### src/rtl/ls_input_pkg.sv
// Shared constants for the low-speed input conditioner: register word addresses
// and the width of the optional stable-edge counter (LS_COND_CHANGE_CNT_EN).
package ls_input_pkg;

  localparam logic [1:0] LS_REG_DATA = 2'd0;
  localparam logic [1:0] LS_REG_THR  = 2'd1;
  localparam logic [1:0] LS_REG_INV  = 2'd2;
  localparam logic [1:0] LS_REG_BYP  = 2'd3;

  localparam int LS_CC_W = 16;

endpackage

### src/rtl/ls_debounce_bit.sv
// One input line: synchroniser chain, stability counter and debounced level.
// The counter is bounded by thr_eff-1, so it never wraps.
module ls_debounce_bit #(
  parameter int CNT_W       = 16,
  parameter int SYNC_STAGES = 2
) (
  input  logic             clk,
  input  logic             reset_n,
  input  logic             i_raw,
  input  logic [CNT_W-1:0] i_thr_eff,
  output logic             o_sync,
  output logic             o_stable
);

  logic [SYNC_STAGES-1:0] r_sync;
  logic [CNT_W-1:0]       r_cnt;
  logic                   r_stable;
  logic [CNT_W-1:0]       w_limit;
  logic                   w_sync;

  // i_thr_eff is never zero, so the limit cannot underflow
  assign w_limit = i_thr_eff - CNT_W'(1);
  assign w_sync  = r_sync[SYNC_STAGES-1];

  always_ff @(posedge clk or negedge reset_n) begin
    if (!reset_n) begin
      r_sync   <= '0;
      r_cnt    <= '0;
      r_stable <= 1'b0;
    end else begin
      r_sync <= {r_sync[SYNC_STAGES-2:0], i_raw};
      if (w_sync == r_stable) begin
        r_cnt <= '0;
      end else if (r_cnt >= w_limit) begin
        r_stable <= w_sync;
        r_cnt    <= '0;
      end else begin
        r_cnt <= r_cnt + CNT_W'(1);
      end
    end
  end

  assign o_sync   = w_sync;
  assign o_stable = r_stable;

endmodule

### src/rtl/ls_input_conditioner.sv
// Synchronise, debounce, invert/bypass WIDTH raw lines behind a 4-word Avalon-MM slave.
// Define LS_COND_CHANGE_CNT_EN to add the saturating stable-change counter at addr 0 [31:16].
module ls_input_conditioner
  import ls_input_pkg::*;
#(
  parameter int WIDTH        = 16,
  parameter int CNT_W        = 16,
  parameter int SYNC_STAGES  = 2,
  parameter int DEF_DEBOUNCE = 1000
) (
  input  logic             clk,
  input  logic             reset_n,
  input  logic [WIDTH-1:0] raw_in,
  input  logic [1:0]       address,
  input  logic             chipselect,
  input  logic             write_n,
  input  logic [31:0]      writedata,
  output logic [31:0]      readdata,
  output logic [WIDTH-1:0] clean_out
);

  localparam logic [CNT_W-1:0] DEF_THR = CNT_W'(DEF_DEBOUNCE);

  logic               w_wr;
  logic [CNT_W-1:0]   r_thr;
  logic [CNT_W-1:0]   w_thr_eff;
  logic [WIDTH-1:0]   r_inv;
  logic [WIDTH-1:0]   r_byp;
  logic [WIDTH-1:0]   w_sync;
  logic [WIDTH-1:0]   w_stable;
  logic [WIDTH-1:0]   r_clean;
  logic [31:0]        r_rdata;
  logic [31:0]        w_rdata;
  logic [LS_CC_W-1:0] w_change_cnt;
  logic               w_unused;

  assign w_wr      = chipselect & ~write_n;
  assign w_thr_eff = (r_thr == '0) ? CNT_W'(1) : r_thr;
  assign w_unused  = ^writedata;

  for (genvar gi = 0; gi < WIDTH; gi++) begin : g_bit
    ls_debounce_bit #(
      .CNT_W       (CNT_W),
      .SYNC_STAGES (SYNC_STAGES)
    ) u_bit (
      .clk       (clk),
      .reset_n   (reset_n),
      .i_raw     (raw_in[gi]),
      .i_thr_eff (w_thr_eff),
      .o_sync    (w_sync[gi]),
      .o_stable  (w_stable[gi])
    );
  end

  always_ff @(posedge clk or negedge reset_n) begin
    if (!reset_n) begin
      r_thr <= DEF_THR;
      r_inv <= '0;
      r_byp <= '0;
    end else if (w_wr) begin
      case (address)
        LS_REG_THR: r_thr <= writedata[CNT_W-1:0];
        LS_REG_INV: r_inv <= writedata[WIDTH-1:0];
        LS_REG_BYP: r_byp <= writedata[WIDTH-1:0];
        default:    ;
      endcase
    end
  end

`ifdef LS_COND_CHANGE_CNT_EN
  logic [LS_CC_W-1:0] r_change_cnt;
  logic [WIDTH-1:0]   r_stable_prev;
  logic               w_any_change;

  // Edges are seen one cycle late against the delayed copy; a clear wins over an increment
  assign w_any_change = |(w_stable ^ r_stable_prev);

  always_ff @(posedge clk or negedge reset_n) begin
    if (!reset_n) begin
      r_stable_prev <= '0;
      r_change_cnt  <= '0;
    end else begin
      r_stable_prev <= w_stable;
      if (w_wr && (address == LS_REG_DATA)) begin
        r_change_cnt <= '0;
      end else if (w_any_change && (r_change_cnt != '1)) begin
        r_change_cnt <= r_change_cnt + LS_CC_W'(1);
      end
    end
  end

  assign w_change_cnt = r_change_cnt;
`else
  assign w_change_cnt = '0;
`endif

  always_comb begin
    w_rdata = 32'd0;
    case (address)
      LS_REG_DATA: begin
        w_rdata[WIDTH-1:0] = r_clean;
        w_rdata[31:16]     = w_change_cnt;
      end
      LS_REG_THR: w_rdata[CNT_W-1:0] = r_thr;
      LS_REG_INV: w_rdata[WIDTH-1:0] = r_inv;
      LS_REG_BYP: w_rdata[WIDTH-1:0] = r_byp;
      default:    w_rdata = 32'd0;
    endcase
  end

  always_ff @(posedge clk or negedge reset_n) begin
    if (!reset_n) begin
      r_clean <= '0;
      r_rdata <= 32'd0;
    end else begin
      r_clean <= ((r_byp & w_sync) | (~r_byp & w_stable)) ^ r_inv;
      r_rdata <= w_rdata;
    end
  end

  assign clean_out = r_clean;
  assign readdata  = r_rdata;

endmodule

### config.mk
export PLATFORM = sky130hd
export DESIGN_NAME = ls_input_conditioner
export DESIGN_NICKNAME = d
export VERILOG_FILES = /design/src/rtl/ls_input_pkg.sv /design/src/rtl/ls_debounce_bit.sv /design/src/rtl/ls_input_conditioner.sv
export SDC_FILE = /design/constraint.sdc
export NUM_CORES = 1
export LEC_CHECK = 0
export ABC_AREA = 1
export CORE_MARGIN = 2
export CORE_UTILIZATION = 51
export DETAILED_ROUTE_END_ITERATION = 10
export HOLD_SLACK_MARGIN = 0.02
export PLACE_DENSITY = 0.72
export SYNTH_ARGS = -nofsm -noshare
export SYNTH_HDL_FRONTEND = slang
export SYNTH_SLANG_ARGS = --single-unit
export TNS_END_PERCENT = 20
### constraint.sdc
create_clock -name clk -period 10.73 [get_ports clk]
set_input_delay 2.146 -clock clk [delete_from_list [all_inputs] [get_ports clk]]
set_output_delay 2.146 -clock clk [all_outputs]
set_load 0.03 [all_outputs]
======== Yosys cells after proc, flatten, opt, wreduce, memory -nomap -nowiden ========
Index checks and enable logic that the tools add are counted.
W data, S select, Z words.
word-level totals
  bits in registers ....................... 384
  bits of input ports ..................... 54
  output and inout bits ................... 48
  logic and storage cells ................. 183
operators by class
  add/sub/neg operators ................... 17
  order comparisons ....................... 16
  equal/unequal tests ..................... 19
  multiplexer cells ....................... 34
  bitwise gates (word level) .............. 23
  reductions and logical operators ........ 21
operators by type and width
  cell                     count
  $mux W16                 33
  $add A16 B1 Y16 const B  16
  $ge A16 B16 Y1           16
  $pmux W16 S4             1
  $reduce_and A2 Y1        19
  $and A16 B16 Y16         2
  $not A1 Y1               17
  $eq A1 B1 Y1             16
  $logic_not A16 Y1        1
  $not A16 Y16             1
  $or A16 B16 Y16          1
  $sub A16 B1 Y16 const B  1
  $xor A16 B16 Y16         1
  $eq A2 B2 Y1 const B     2
  $eq A2 B1 Y1 const B     1
  $logic_not A2 Y1         1
  $and A1 B1 Y1            1

======== Logic depth before layout (Yosys ltp) ========
Gate-level depths: netlist of the first run.
  word-level depth ........................ 6
  gate-level depth with buffers ........... 25
  gate-level depth less buffers ........... 25

======== By module ========
A second synthesis of the first run with hierarchy kept.
second synthesis, totals
  cell total of the unflattened synthesis .. 4,101
  area, all modules ....................... 30,635.6 µm²
modules (own cells, without submodules)
  module                                 times used  cells each  area each (µm²)
  ls_debounce_bit (g_bit[12].u_bit ...)  11          229         1,671.6
  ls_debounce_bit (g_bit[0].u_bit ...)   4           234         1,705.4
  ls_input_conditioner                   1           410         3,712.3
  ls_debounce_bit (g_bit[11].u_bit)      1           236         1,714.1

======== Worst setup path before layout of the first run ========
Ideal clock, no wire load.
  path type ............................... flip-flop to flip-flop
  start ................................... register r_thr[5]
  end ..................................... register g_bit[13].u_bit.r_cnt[13]
  arrival ................................. 3,828 ps
  required time ........................... 10,661 ps
  slack ................................... 6,833 ps
  stages on the path, launching flop included .. 20
  cells stage by stage .................... dfstp_2 -> nor2_1 -> nand2_1 -> nor2_2 -> nand2_2 -> nand2_1 -> inv_1 -> ha_1 -> nand2_1 -> nor2_1 -> nand3_1 -> nor3_1 -> xnor2_1 -> ha_1 -> inv_1 -> nor3_1 -> a211oi_1 -> nand3_4 -> buf_6 -> nor2_2
on the way
  word-level cells in the longest chain between the ends .. 6
ends and longest elaborated chain
  what                    line                        source
  start, declared         ls_input_conditioner.sv:25  logic [CNT_W-1:0] r_thr;
  start signal, assigned  ls_input_conditioner.sv:62  LS_REG_THR: r_thr <= writedata[CNT_W-1:0];
  $logic_not A16 Y1       ls_input_conditioner.sv:38  assign w_thr_eff = (r_thr == '0) ? CNT_W'(1) : r_thr;
  $mux W16 (*)            ls_input_conditioner.sv:38
  $sub A16 B1 Y16 (*)     ls_debounce_bit.sv:22       assign w_limit = i_thr_eff - CNT_W'(1);
  $ge A16 B16 Y1 (*)      ls_debounce_bit.sv:34       end else if (r_cnt >= w_limit) begin
  $mux W16 (*)            ls_debounce_bit.sv:34
  $mux W16 (*)            ls_debounce_bit.sv:32       if (w_sync == r_stable) begin
  end signal, assigned    ls_debounce_bit.sv:38       r_cnt <= r_cnt + CNT_W'(1);
  end, declared           ls_debounce_bit.sv:16       logic [CNT_W-1:0] r_cnt;
Every way passes the cells marked *; elsewhere a longest branch is shown, timed or not.
A chain may end at the register's enable or synchronous reset.

======== Worst setup path in the final report of the first run ========
  start ................................... register r_thr[8]
  end ..................................... register g_bit[1].u_bit.r_cnt[0]
on the way
  word-level cells in the longest chain between the ends .. 6
ends and longest elaborated chain
  what                  line
  $logic_not A16 Y1     ls_input_conditioner.sv:38
  $mux W16 (*)          ls_input_conditioner.sv:38
  $sub A16 B1 Y16 (*)   ls_debounce_bit.sv:22
  $ge A16 B16 Y1 (*)    ls_debounce_bit.sv:34
  $mux W16 (*)          ls_debounce_bit.sv:34
  $mux W16 (*)          ls_debounce_bit.sv:32
  end signal, assigned  ls_debounce_bit.sv:38
  end, declared         ls_debounce_bit.sv:16
Marks and branches as above.

==> summary.md, run 1 <==
| Metric | Value |
|---|---|
| Yosys reg bits | `384` |
| Worst Min Path Start | `g_bit[14].u_bit.r_sync[0]$_DFF_PN0_` |
| GRT overflow | `0` |
| Core Area | `44120 sq um` |
| Post-synth top cells | `555 x nand2_1, 378 x dfrtp_1, 297 x nor2_1` |
| Setup ws final | `5.153 ns` |
| Finished Layout Cells | `3313` |
| Yosys warnings | `0` |
| TritonRoute pass-1 iters | `5` |
| Placed inst area | `24210 sq um` |
| Clock root cell | `clkbuf_16` |
| Final hold violations | `0` |
| Initial Util | `51.55%` |
| Clock Latency Late Sink | `0.58 ns` |
| CTS clk-pin slew, worst paths | `0.06 ns` |
| First-pass GRT wire length | `85.88 mm` |
| Avg Vias per Cell | `5.148` |
| Worst path max stage delay | `0.67 ns` |
| Max cap viols | `0` |
| Yosys top cell area share | `41.58%` |
| DRT antenna net count | `0` |
| Leak Pwr | `12.85 nW` |
| CP max stage cell | `dfstp_2` |
| RSZ-0062 raised after global routing | `no` |
| CTS resizes | `0` |
| Worst-case clock buffer depth | `3` |
| Largest cells by area after synthesis | `dfrtp_1 42%, ha_1 14%, nand2_1 9.2%` |
| I/O Buffers | `69` |
| Fmax | `0.1793 GHz` |
| H-tree depth | `2` |
| Share of layout cells above drive strength 1 | `7.277%` |
| Pin count of the biggest net entering global routing | `169` |
| Worst Hold Depth | `0` |
| FF-to-FF End | `g_bit[1].u_bit.r_cnt[0]$_DFF_PN0_` |
| Antenna cells | `0` |
| Number of synthesized flops with an enable pin | `0` |
| Die X | `215.2 um` |
| Minimum clock period | `5.577 ns` |
| R2R cell count | `18` |
| Setup Crit Path Kind | `flop to flop` |
| Crit start category | `flop` |
| Setup Fix Bufs, Post-CTS | `0` |
| Final Max Slew Viols | `0` |
| HPWL after DPL | `33.73 mm` |
| Critical path capture point type | `flop` |
| Top-Level Pins | `102` |
| Most common flop cell mapped by yosys | `dfrtp_1` |
| Cell with the most instances after synthesis | `nand2_1` |
| Hold path endpoint | `g_bit[14].u_bit.r_sync[1]$_DFF_PN0_` |
| Synth cell types | `37` |
| Cells after Synth | `2592` |
| Placed cell count | `3231` |
| Finished Cell Area | `25770 sq um` |
| Area grow syn2layout | `13.29%` |
| Cts bufs inserted | `44` |
| Setup Skew | `0.02310 ns` |
| Wirelength, routed | `51.42 mm` |
| Ys async rst share | `100.0%` |
| Via count | `17056` |
| Total power | `4.778 mW` |
| Outcome | `finished, final reports clean` |
| CTS sink count | `384` |
| Register area share after synthesis | `42.27%` |
| TritonCTS clock tree | `built` |
| Mapped Area | `22750 sq um` |
| 1st-iter DRT viols | `1153` |
| Die span in y | `215.2 um` |
| Setup tns final | `0 ns` |
| CP Cell Sequence | `nor2_1 > nand2_1 > nor2_2 > nand2_2 > nand2_1 > inv_1 > ha_1 > nand2_1 > nor2_1 > nand3_1 > nor3_1 > xnor2_4 > ha_1 > inv_1 > nor3_1 > a211oi_1 > nand3_2 > nor2_1` |
| Maximum vdd drop | `0.1128 mV` |
| WL/cell | `15.52 um` |
| Worst EP arrival | `6.07 ns` |
| Path type of the worst min-delay path | `flop to flop` |
| DRC Markers | `0` |
| Worst rel slew slack | `18.43%` |
| Maximum fanout along the worst path | `18` |
| Crit share post-route | `51.98%` |
| Hold_buf cts | `0` |
| Setup WS pre-CTS | `5.187 ns` |
| Initial antenna violation count | `0` |
| Std-Cell Rows | `77` |
| Post-Syn Area per Cell | `8.776 sq um` |
| RR Startpoint | `r_thr[8]$_DFFE_PN1P_` |
| WP data required | `11.23 ns` |
| Number of global-route vias before repair | `17268` |
| Nets | `2996` |
| PwrDens | `185.4 nW/um^2` |
| All-Layer GR Usage | `22.93%` |
| R2R Setup Slk | `5.15 ns` |
| Worst-Margin Slew | `1.221 ns` |
| Area leader, netlist | `dfrtp_1` |
| Placer Congestion | `0.8183` |
| Final setup fails | `0` |
| DIE AREA | `46310 sq um` |
-- metrics by stage --
| step | utilization [%] | hold WS [ns] |
|---|---|---|
| after floorplan | - | 0.3312 |
| after global placement | 54.87 | 0.3332 |
| after detailed placement | 54.87 | 0.3362 |
| after CTS | 58.41 | 0.3497 |
| after global routing | 58.41 | 0.3517 |
| final | 58.41 | 0.3467 |
-- cell families (layout without fill, tap and decap cells) --
family,Yosys count,in the layout,synth area share [%]
buffers and inverters,329,443,6.100
AND/OR/NAND/NOR,1195,1195,23.29
XOR/XNOR,256,256,9.856
multiplexers,16,16,0.7040
other,1,16,0.01648
flip-flops,384,384,42.27
adder cells (fa/ha/maj),257,257,14.14
AO/OA/AOI/OAI,154,154,3.625
-- layout make-up --
class	count	area [sq um]
well taps	592	740.7
inverters	281	1055
repair buffers	80	803.3
clock inverters	17	229.0
multi-input cells	1894	12000
fillers	3867	18350
flip-flops and latches	384	9617
clock buffers	65	1331
-- cell usage in the layout (no fill, tap or decap), drive strengths merged, types with 52 or more instances in the layout --
cell type and count:
a21oi 80, clkbuf 65, clkdlybuf4s50 68, dfrtp 378, ha 257, inv 283
nand2 568, nand3 158, nor2 352, o21ai 52, xnor2 81, xor2 175
-- how the worst max path moves through the flow --
stage                                     from                                  end  slack [ns]  cells past startpoint
after floorplan           r_thr[5]$_DFFE_PN1P_  g_bit[13].u_bit.r_cnt[13]$_DFF_PN0_        6.83                     19
after global placement    r_thr[8]$_DFFE_PN1P_   g_bit[15].u_bit.r_cnt[0]$_DFF_PN0_        5.29                     18
after detailed placement  r_thr[8]$_DFFE_PN1P_    g_bit[1].u_bit.r_cnt[0]$_DFF_PN0_        5.19                     18
after CTS                 r_thr[8]$_DFFE_PN1P_    g_bit[1].u_bit.r_cnt[0]$_DFF_PN0_        5.17                     18
after global routing      r_thr[8]$_DFFE_PN1P_    g_bit[4].u_bit.r_cnt[9]$_DFF_PN0_        4.79                     18
final                     r_thr[8]$_DFFE_PN1P_    g_bit[1].u_bit.r_cnt[0]$_DFF_PN0_        5.15                     18
-- sequential cells by signal, indices dropped and copies added (netlist names) --
register and count:
clean_out 16, g_bit.u_bit.o_stable 16, r_thr 16, readdata 16, r_inv 16, g_bit.u_bit.r_sync 32, g_bit.u_bit.r_cnt 256, r_byp 16
-- power breakdown --
group | switching, mW | leakage (nW) | internal (mW) | total, mW
logic | 0.894 | 6.97 | 0.500 | 1.39
registers | 0.170 | 5.12 | 1.61 | 1.78
clock network | 0.618 | 0.764 | 0.981 | 1.60
-- layer usage --
layer / share of wire, % / wire [um] / global-route usage (%)
met4: 3.4 / 1727 / 8.874
met2: 49 / 25230 / 39.76
met1: 43 / 22340 / 29.11
met3: 4.1 / 2129 / 3.043
met5: 0 / 0 / 0
-- worst max-delay path: cells and delay by family, from the launching register on --
kind            cells  cell delay, ns
simple gates       12            2.43
fa+ha+maj           2            0.82
buf+inv             2            0.75
flops               1            0.67
xor+xnor            1            0.44
compound gates      1            0.40
No activity file was read; power rests on OpenSTA's default activity.
==> inputs of run 2 (changes only) <==
--- a/config.mk
+++ b/config.mk
@@ -10,7 +10,7 @@
 export CORE_UTILIZATION = 51
 export DETAILED_ROUTE_END_ITERATION = 10
 export HOLD_SLACK_MARGIN = 0.02
-export PLACE_DENSITY = 0.72
+export PLACE_DENSITY = 0.75
 export SYNTH_ARGS = -nofsm -noshare
 export SYNTH_HDL_FRONTEND = slang
 export SYNTH_SLANG_ARGS = --single-unit
==> constraint.sdc (replaced) <==
create_clock -name clk -period 5.08 [get_ports clk]
set_input_delay 1.016 -clock clk [delete_from_list [all_inputs] [get_ports clk]]
set_output_delay 1.016 -clock clk [all_outputs]
set_load 0.03 [all_outputs]
==> summary.md, run 2 (synthesis results as in run 1) <==
| Metric | Value |
|---|---|
| Worst Min Path Start | `g_bit[12].u_bit.r_sync[0]$_DFF_PN0_` |
| RR Startpoint | `r_thr[8]$_DFFE_PN1P_` |
| Die X | `215.2 um (unchanged)` |
| 1st-iter DRT viols | `1202 (+4.2%)` |
| Placer Congestion | `0.8599 (+5.1%)` |
| Most common cell on crit path | `nand2_1` |
| Outcome | `finished, final reports clean` |
| Maximum vdd drop | `0.2616 mV (+130%)` |
| Clock root cell | `clkbuf_16` |
| Antenna cells | `0 (unchanged)` |
| Worst Hold Depth | `0 (unchanged)` |
| Worst-case clock buffer depth | `3 (unchanged)` |
| R2R Setup Slk | `0.58 ns (-4.58 ns)` |
| CTS clk-pin slew, worst paths | `0.06 ns (about the same)` |
| Area grow syn2layout | `13.33% (about the same)` |
| Final setup fails | `0 (unchanged)` |
| Total power | `9.989 mW (+110%)` |
| Worst-Margin Slew | `1.028 ns (-0.1921 ns)` |
| Leak Pwr | `12.89 nW (+0.24%)` |
| Setup tns final | `0 ns (unchanged)` |
| Placed cell count | `3250 (+0.59%)` |
| Most common cell after layout, fill and taps aside | `nand2_1` |
| Crit share post-route | `88.63% (+37 points)` |
| WP data required | `5.55 ns (-5.68 ns)` |
| CTS sink count | `384 (unchanged)` |
| Initial antenna violation count | `0 (unchanged)` |
| PwrDens | `387.5 nW/um^2 (+110%)` |
| Cts bufs inserted | `42 (-4.5%)` |
| Via count | `17488 (+2.5%)` |
| TritonRoute pass-1 iters | `5 (unchanged)` |
| Worst rel slew slack | `31.44% (+13 points)` |
| I/O Buffers | `69 (unchanged)` |
| Setup Skew | `0.02019 ns (-0.002910 ns)` |
| FF-to-FF End | `g_bit[9].u_bit.r_cnt[0]$_DFF_PN0_` |
| Critical path capture point type | `flop` |
| Setup Fix Bufs, Post-CTS | `0 (unchanged)` |
| WL/cell | `15.83 um (+2.0%)` |
| CP Buf/Inv Count | `3 (+1)` |
| Final hold violations | `0 (unchanged)` |
| Layout fillers | `3816 (-1.3%)` |
| Number of global-route vias before repair | `17704 (+2.5%)` |
| Die span in y | `215.2 um (unchanged)` |
| Top-Level Pins | `102 (unchanged)` |
| Avg Vias per Cell | `5.256 (+2.1%)` |
| HPWL after DPL | `35.59 mm (+5.5%)` |
| Placed inst area | `24330 sq um (+0.50%)` |
| Crit start category | `flop` |
| All-Layer GR Usage | `23.52% (+0.59 points)` |
| Fmax | `0.2221 GHz (+24%)` |
| Path type of the worst min-delay path | `flop to flop` |
| Nets | `3013 (+0.57%)` |
| DRT antenna net count | `0 (unchanged)` |
| R2R cell count | `19 (+1)` |
| First-pass GRT wire length | `88.01 mm (+2.5%)` |
| Finished Cell Area | `25780 sq um (about the same)` |
| Final Max Slew Viols | `0 (unchanged)` |
| TritonCTS clock tree | `built` |
| Crit path depth | `19 (+1)` |
| Largest regs | `g_bit.u_bit.r_cnt x256, g_bit.u_bit.r_sync x32` |
| Clock Latency Late Sink | `0.57 ns (about the same)` |
| Std-Cell Rows | `77 (unchanged)` |
| GRT overflow | `0 (unchanged)` |
| DRC Markers | `0 (unchanged)` |
| WHS | `0.3485 ns (+0.001777 ns)` |
| Wirelength, routed | `52.68 mm (+2.4%)` |
| Share of layout cells above drive strength 1 | `7.532% (+0.26 points)` |
| Finished Layout Cells | `3327 (+0.42%)` |
| Top register by number of flip-flops | `g_bit.u_bit.r_cnt` |
| Pin count of the biggest net entering global routing | `121 (-28%)` |
| H-tree depth | `2 (unchanged)` |
| Hold path endpoint | `g_bit[12].u_bit.r_sync[1]$_DFF_PN0_` |
| Worst path max stage delay | `0.67 ns (about the same)` |
| Most frequent cells in the layout | `555 x nand2_1, 378 x dfrtp_1, 294 x nor2_1` |
| CP max stage cell | `dfstp_2` |
| Critical path's top delay family | `simple AND/OR/NAND/NOR gates` |
| Maximum fanout along the worst path | `16 (-2)` |
| Max cap viols | `0 (unchanged)` |
| Core Area | `44120 sq um (unchanged)` |
| RSZ-0062 raised after global routing | `no` |
| Setup Crit Path Kind | `flop to flop` |
| Max reg flops | `256 (unchanged)` |
| CP Cell Sequence | `nor2_1 > nand2_1 > nor2_2 > nand2_2 > nand2_1 > inv_1 > ha_1 > nand2_1 > nor2_2 > nand3_1 > nor3_2 > xnor2_4 > buf_4 > ha_1 > inv_1 > nor3_1 > a211oi_1 > nand3_4 > nor2_1` |
| Worst EP arrival | `4.97 ns (-1.10 ns)` |
| Minimum clock period | `4.502 ns (-1.075 ns)` |
| Initial Util | `51.55% (unchanged)` |
| DIE AREA | `46310 sq um (unchanged)` |
run 2: per-layer routing:
| layer | vias to the layer above | wire length, um | global-route usage [%] |
|---|---|---|---|
| met3 | 109 | 2259 | 3.751 |
| met2 | 343 | 24840 | 39.72 |
| li1 | 8520 | - | - |
| met4 | 0 | 1873 | 8.276 |
| met5 | - | 0 | 0 |
| met1 | 8516 | 23700 | 30.71 |
run 2: how the worst max path moves through the flow:
stage               slack [ns]                 start                            endpoint
floorplan                 1.18  r_thr[5]$_DFFE_PN1P_  g_bit[13].u_bit.r_cnt[6]$_DFF_PN0_
global placement          0.43  r_thr[8]$_DFFE_PN1P_   g_bit[9].u_bit.r_cnt[0]$_DFF_PN0_
detailed placement        0.31  r_thr[8]$_DFFE_PN1P_   g_bit[9].u_bit.r_cnt[0]$_DFF_PN0_
CTS                       0.27  r_thr[8]$_DFFE_PN1P_   g_bit[9].u_bit.r_cnt[0]$_DFF_PN0_
global route              0.20  r_thr[8]$_DFFE_PN1P_   g_bit[9].u_bit.r_cnt[0]$_DFF_PN0_
finish                    0.58  r_thr[8]$_DFFE_PN1P_   g_bit[9].u_bit.r_cnt[0]$_DFF_PN0_
run 2: timing repair:
item / in CTS / in global routing
gates resized for setup: 0 / 3
hold buffers: 0 / 0
endpoints found under the setup margin: 0 / 182
run 2: stage by stage:
step	worst slack, ns	utilization (%)
global route	0.2030	58.43
global placement	0.4271	55.15
detailed placement	0.3080	55.15
finish	0.5778	58.43
floorplan	1.183	-
CTS	0.2721	58.38
run 2: area by class of cell:
type                       count  area [sq um]  area share, %
tap                          592         740.7          2.873
sequential                   384          9617          37.30
timing repair buffer          99         958.4          3.718
inverter                     281          1055          4.091
clock inverter                10         150.1         0.5824
multi-input combinational   1894         11980          46.47
clock buffer                  67          1279          4.960
run 2: report_power, final:
group / switching, mW / internal, mW / total (mW)
Clock: 1.26 / 1.93 / 3.19
Sequential: 0.345 / 3.41 / 3.76
Combinational: 1.94 / 1.10 / 3.05
==> inputs of run 3 (changes only) <==
--- a/config.mk
+++ b/config.mk
@@ -6,9 +6,11 @@
 export NUM_CORES = 1
 export LEC_CHECK = 0
 export ABC_AREA = 1
+export CAP_MARGIN = 20
 export CORE_MARGIN = 2
 export CORE_UTILIZATION = 51
 export DETAILED_ROUTE_END_ITERATION = 10
+export GPL_ROUTABILITY_DRIVEN = 0
 export HOLD_SLACK_MARGIN = 0.02
 export PLACE_DENSITY = 0.75
 export SYNTH_ARGS = -nofsm -noshare
==> summary.md, run 3 (synthesis results as in run 1) <==
| Metric | Value |
|---|---|
| Clk pwr share | `31.6% (-0.3 points)` |
| Worst EP arrival | `5.06 ns (+0.09 ns)` |
| Worst path max stage delay | `0.67 ns (about the same)` |
| Worst-case clock buffer depth | `3 (unchanged)` |
| Gate power share | `30.7% (+0.2 points)` |
| Cts bufs inserted | `44 (+4.8%)` |
| All-Layer GR Usage | `23.19% (-0.33 points)` |
| Nets | `3016 (+0.10%)` |
| Core Area | `44120 sq um (unchanged)` |
| Max cap viols | `0 (unchanged)` |
| Most common cell after layout, fill and taps aside | `nand2_1` |
| WHS | `0.3440 ns (-0.004505 ns)` |
| Critical path's top delay family | `simple AND/OR/NAND/NOR gates` |
| Crit start category | `flop` |
| Antenna cells | `0 (unchanged)` |
| Die X | `215.2 um (unchanged)` |
| WL/cell | `15.67 um (-1.0%)` |
| Setup Skew | `0.01494 ns (-0.005251 ns)` |
| Outcome | `finished, final reports clean` |
| DRC Markers | `0 (unchanged)` |
| Total power | `9.936 mW (-0.53%)` |
| Initial Util | `51.55% (unchanged)` |
| TritonRoute pass-1 iters | `6 (+1)` |
| Die span in y | `215.2 um (unchanged)` |
| Final Max Slew Viols | `0 (unchanged)` |
| HPWL after DPL | `35.51 mm (-0.23%)` |
| Sequential share of power | `37.8% (+0.2 points)` |
| Area grow syn2layout | `13.26% (about the same)` |
| Clock Latency Late Sink | `0.58 ns (about the same)` |
| TritonCTS clock tree | `built` |
| I/O Buffers | `69 (unchanged)` |
| CP Cell Sequence | `nor2_1 > nand2_1 > nor2_2 > nand2_2 > nand2_1 > inv_1 > ha_1 > nand2_1 > nor2_1 > nand3_1 > nor3_1 > xnor2_2 > buf_8 > ha_1 > inv_1 > nor3_1 > a211oi_1 > nand3_2 > nor2_1` |
| 1st-iter DRT viols | `1248 (+3.8%)` |
| CP Buf/Inv Count | `3 (unchanged)` |
| Net Sw Frac | `36.13% (+0.58 points)` |
| Setup Crit Path Kind | `flop to flop` |
| Number of global-route vias before repair | `17479 (-1.3%)` |
| CTS sink count | `384 (unchanged)` |
| DIE AREA | `46310 sq um (unchanged)` |
| Leak Pwr | `12.88 nW (about the same)` |
| Worst-Margin Slew | `1.028 ns (-0.0007567 ns)` |
| Maximum fanout along the worst path | `16 (unchanged)` |
| RSZ-0062 raised after global routing | `no` |
| Avg Vias per Cell | `5.200 (-1.1%)` |
| R2R cell count | `19 (unchanged)` |
| Top register by number of flip-flops | `g_bit.u_bit.r_cnt` |
| PwrDens | `385.7 nW/um^2 (-0.47%)` |
| Share of layout cells above drive strength 1 | `7.774% (+0.24 points)` |
| Wirelength, routed | `52.22 mm (-0.86%)` |
| First-pass GRT wire length | `86.62 mm (-1.6%)` |
| Largest regs | `g_bit.u_bit.r_cnt x256, g_bit.u_bit.r_sync x32` |
| Crit share post-route | `89.96% (+1.3 points)` |
| Max reg flops | `256 (unchanged)` |
| Worst Hold Depth | `0 (unchanged)` |
| Final setup fails | `0 (unchanged)` |
| Top-Level Pins | `102 (unchanged)` |
| Pin count of the biggest net entering global routing | `121 (unchanged)` |
| Maximum vdd drop | `0.2081 mV (-20%)` |
| Critical path capture point type | `flop` |
| CP max stage cell | `dfstp_2` |
| Std-Cell Rows | `77 (unchanged)` |
| Setup tns final | `0 ns (unchanged)` |
| Crit path depth | `19 (unchanged)` |
| Final hold violations | `0 (unchanged)` |
| WP data required | `5.57 ns (+0.02 ns)` |
| Fmax | `0.2188 GHz (-1.5%)` |
| R2R Setup Slk | `0.51 ns (-0.07 ns)` |
| Most frequent cells in the layout | `555 x nand2_1, 378 x dfrtp_1, 295 x nor2_1` |
| Initial antenna violation count | `1 (+1)` |
| GRT overflow | `0 (unchanged)` |
| Setup Fix Bufs, Post-CTS | `0 (unchanged)` |
| Path type of the worst min-delay path | `flop to flop` |
| DRT antenna net count | `0 (unchanged)` |
| Worst rel slew slack | `31.23% (-0.20 points)` |
| Minimum clock period | `4.570 ns (+0.06772 ns)` |
| Via count | `17326 (-0.93%)` |
| P_int | `6.347 mW (-1.4%)` |
| CTS clk-pin slew, worst paths | `0.06 ns (about the same)` |
| Clock root cell | `clkbuf_16` |
| H-tree depth | `2 (unchanged)` |
| Net Sw Power | `3.590 mW (+1.1%)` |
-- run 3: timing repair --
action / in CTS / in global routing
hold endpoints to repair: 0 / 0
gates resized for setup: 0 / 1
endpoints found under the setup margin: 0 / 2
hold buffers: 0 / 0
-- run 3: power groups by stage --
stage	Clock, mW	Sequential [mW]	Combinational [mW]
2_1_floorplan	0	3.86	1.89
3_3_place_gp	0	3.78	2.89
3_5_place_dp	0	3.80	3.03
4_1_cts	3.20	3.75	3.06
5_1_grt	3.33	3.80	3.48
6_report	3.14	3.75	3.05
-- run 3: routing by layer --
layer	vias up	global-route usage [%]	wire length (um)
met5	-	0	13
met2	348	39.30	24620
li1	8543	-	-
met1	8323	30.21	23190
met3	110	3.510	2733
met4	2	8.322	1664
-- run 3: stage by stage --
step,utilization (%),instances,setup slack (ns),instance area (sq um)
after floorplan,-,2607,1.183,22800
after global placement,55.15,3250,0.4271,24330
after detailed placement,55.18,3251,0.4884,24350
after CTS,58.38,3332,0.4387,25760
after global routing,58.39,3332,0.03718,25760
final,58.39,3332,0.5101,25760
-- run 3: layout make-up --
class	count	area, sq um
Fill cell	3757	18360
Sequential cell	384	9617
Timing Repair Buffer	100	973.4
Clock inverter	21	198.9
Multi-Input combinational cell	1894	11970
Inverter	281	1055
Tap cell	592	740.7
Clock buffer	60	1212
-- run 3: worst paths after layout --
kind	start	endpoint
max	r_thr[8]$_DFFE_PN1P_	g_bit[3].u_bit.r_cnt[6]$_DFF_PN0_
min	g_bit[1].u_bit.r_sync[0]$_DFF_PN0_	g_bit[1].u_bit.r_sync[1]$_DFF_PN0_
max reg2reg	r_thr[8]$_DFFE_PN1P_	g_bit[3].u_bit.r_cnt[6]$_DFF_PN0_
min reg2reg	g_bit[1].u_bit.r_sync[0]$_DFF_PN0_	g_bit[1].u_bit.r_sync[1]$_DFF_PN0_
max in group asynchronous	reset_n	r_thr[8]$_DFFE_PN1P_
min in group asynchronous	reset_n	readdata[9]$_DFF_PN0_
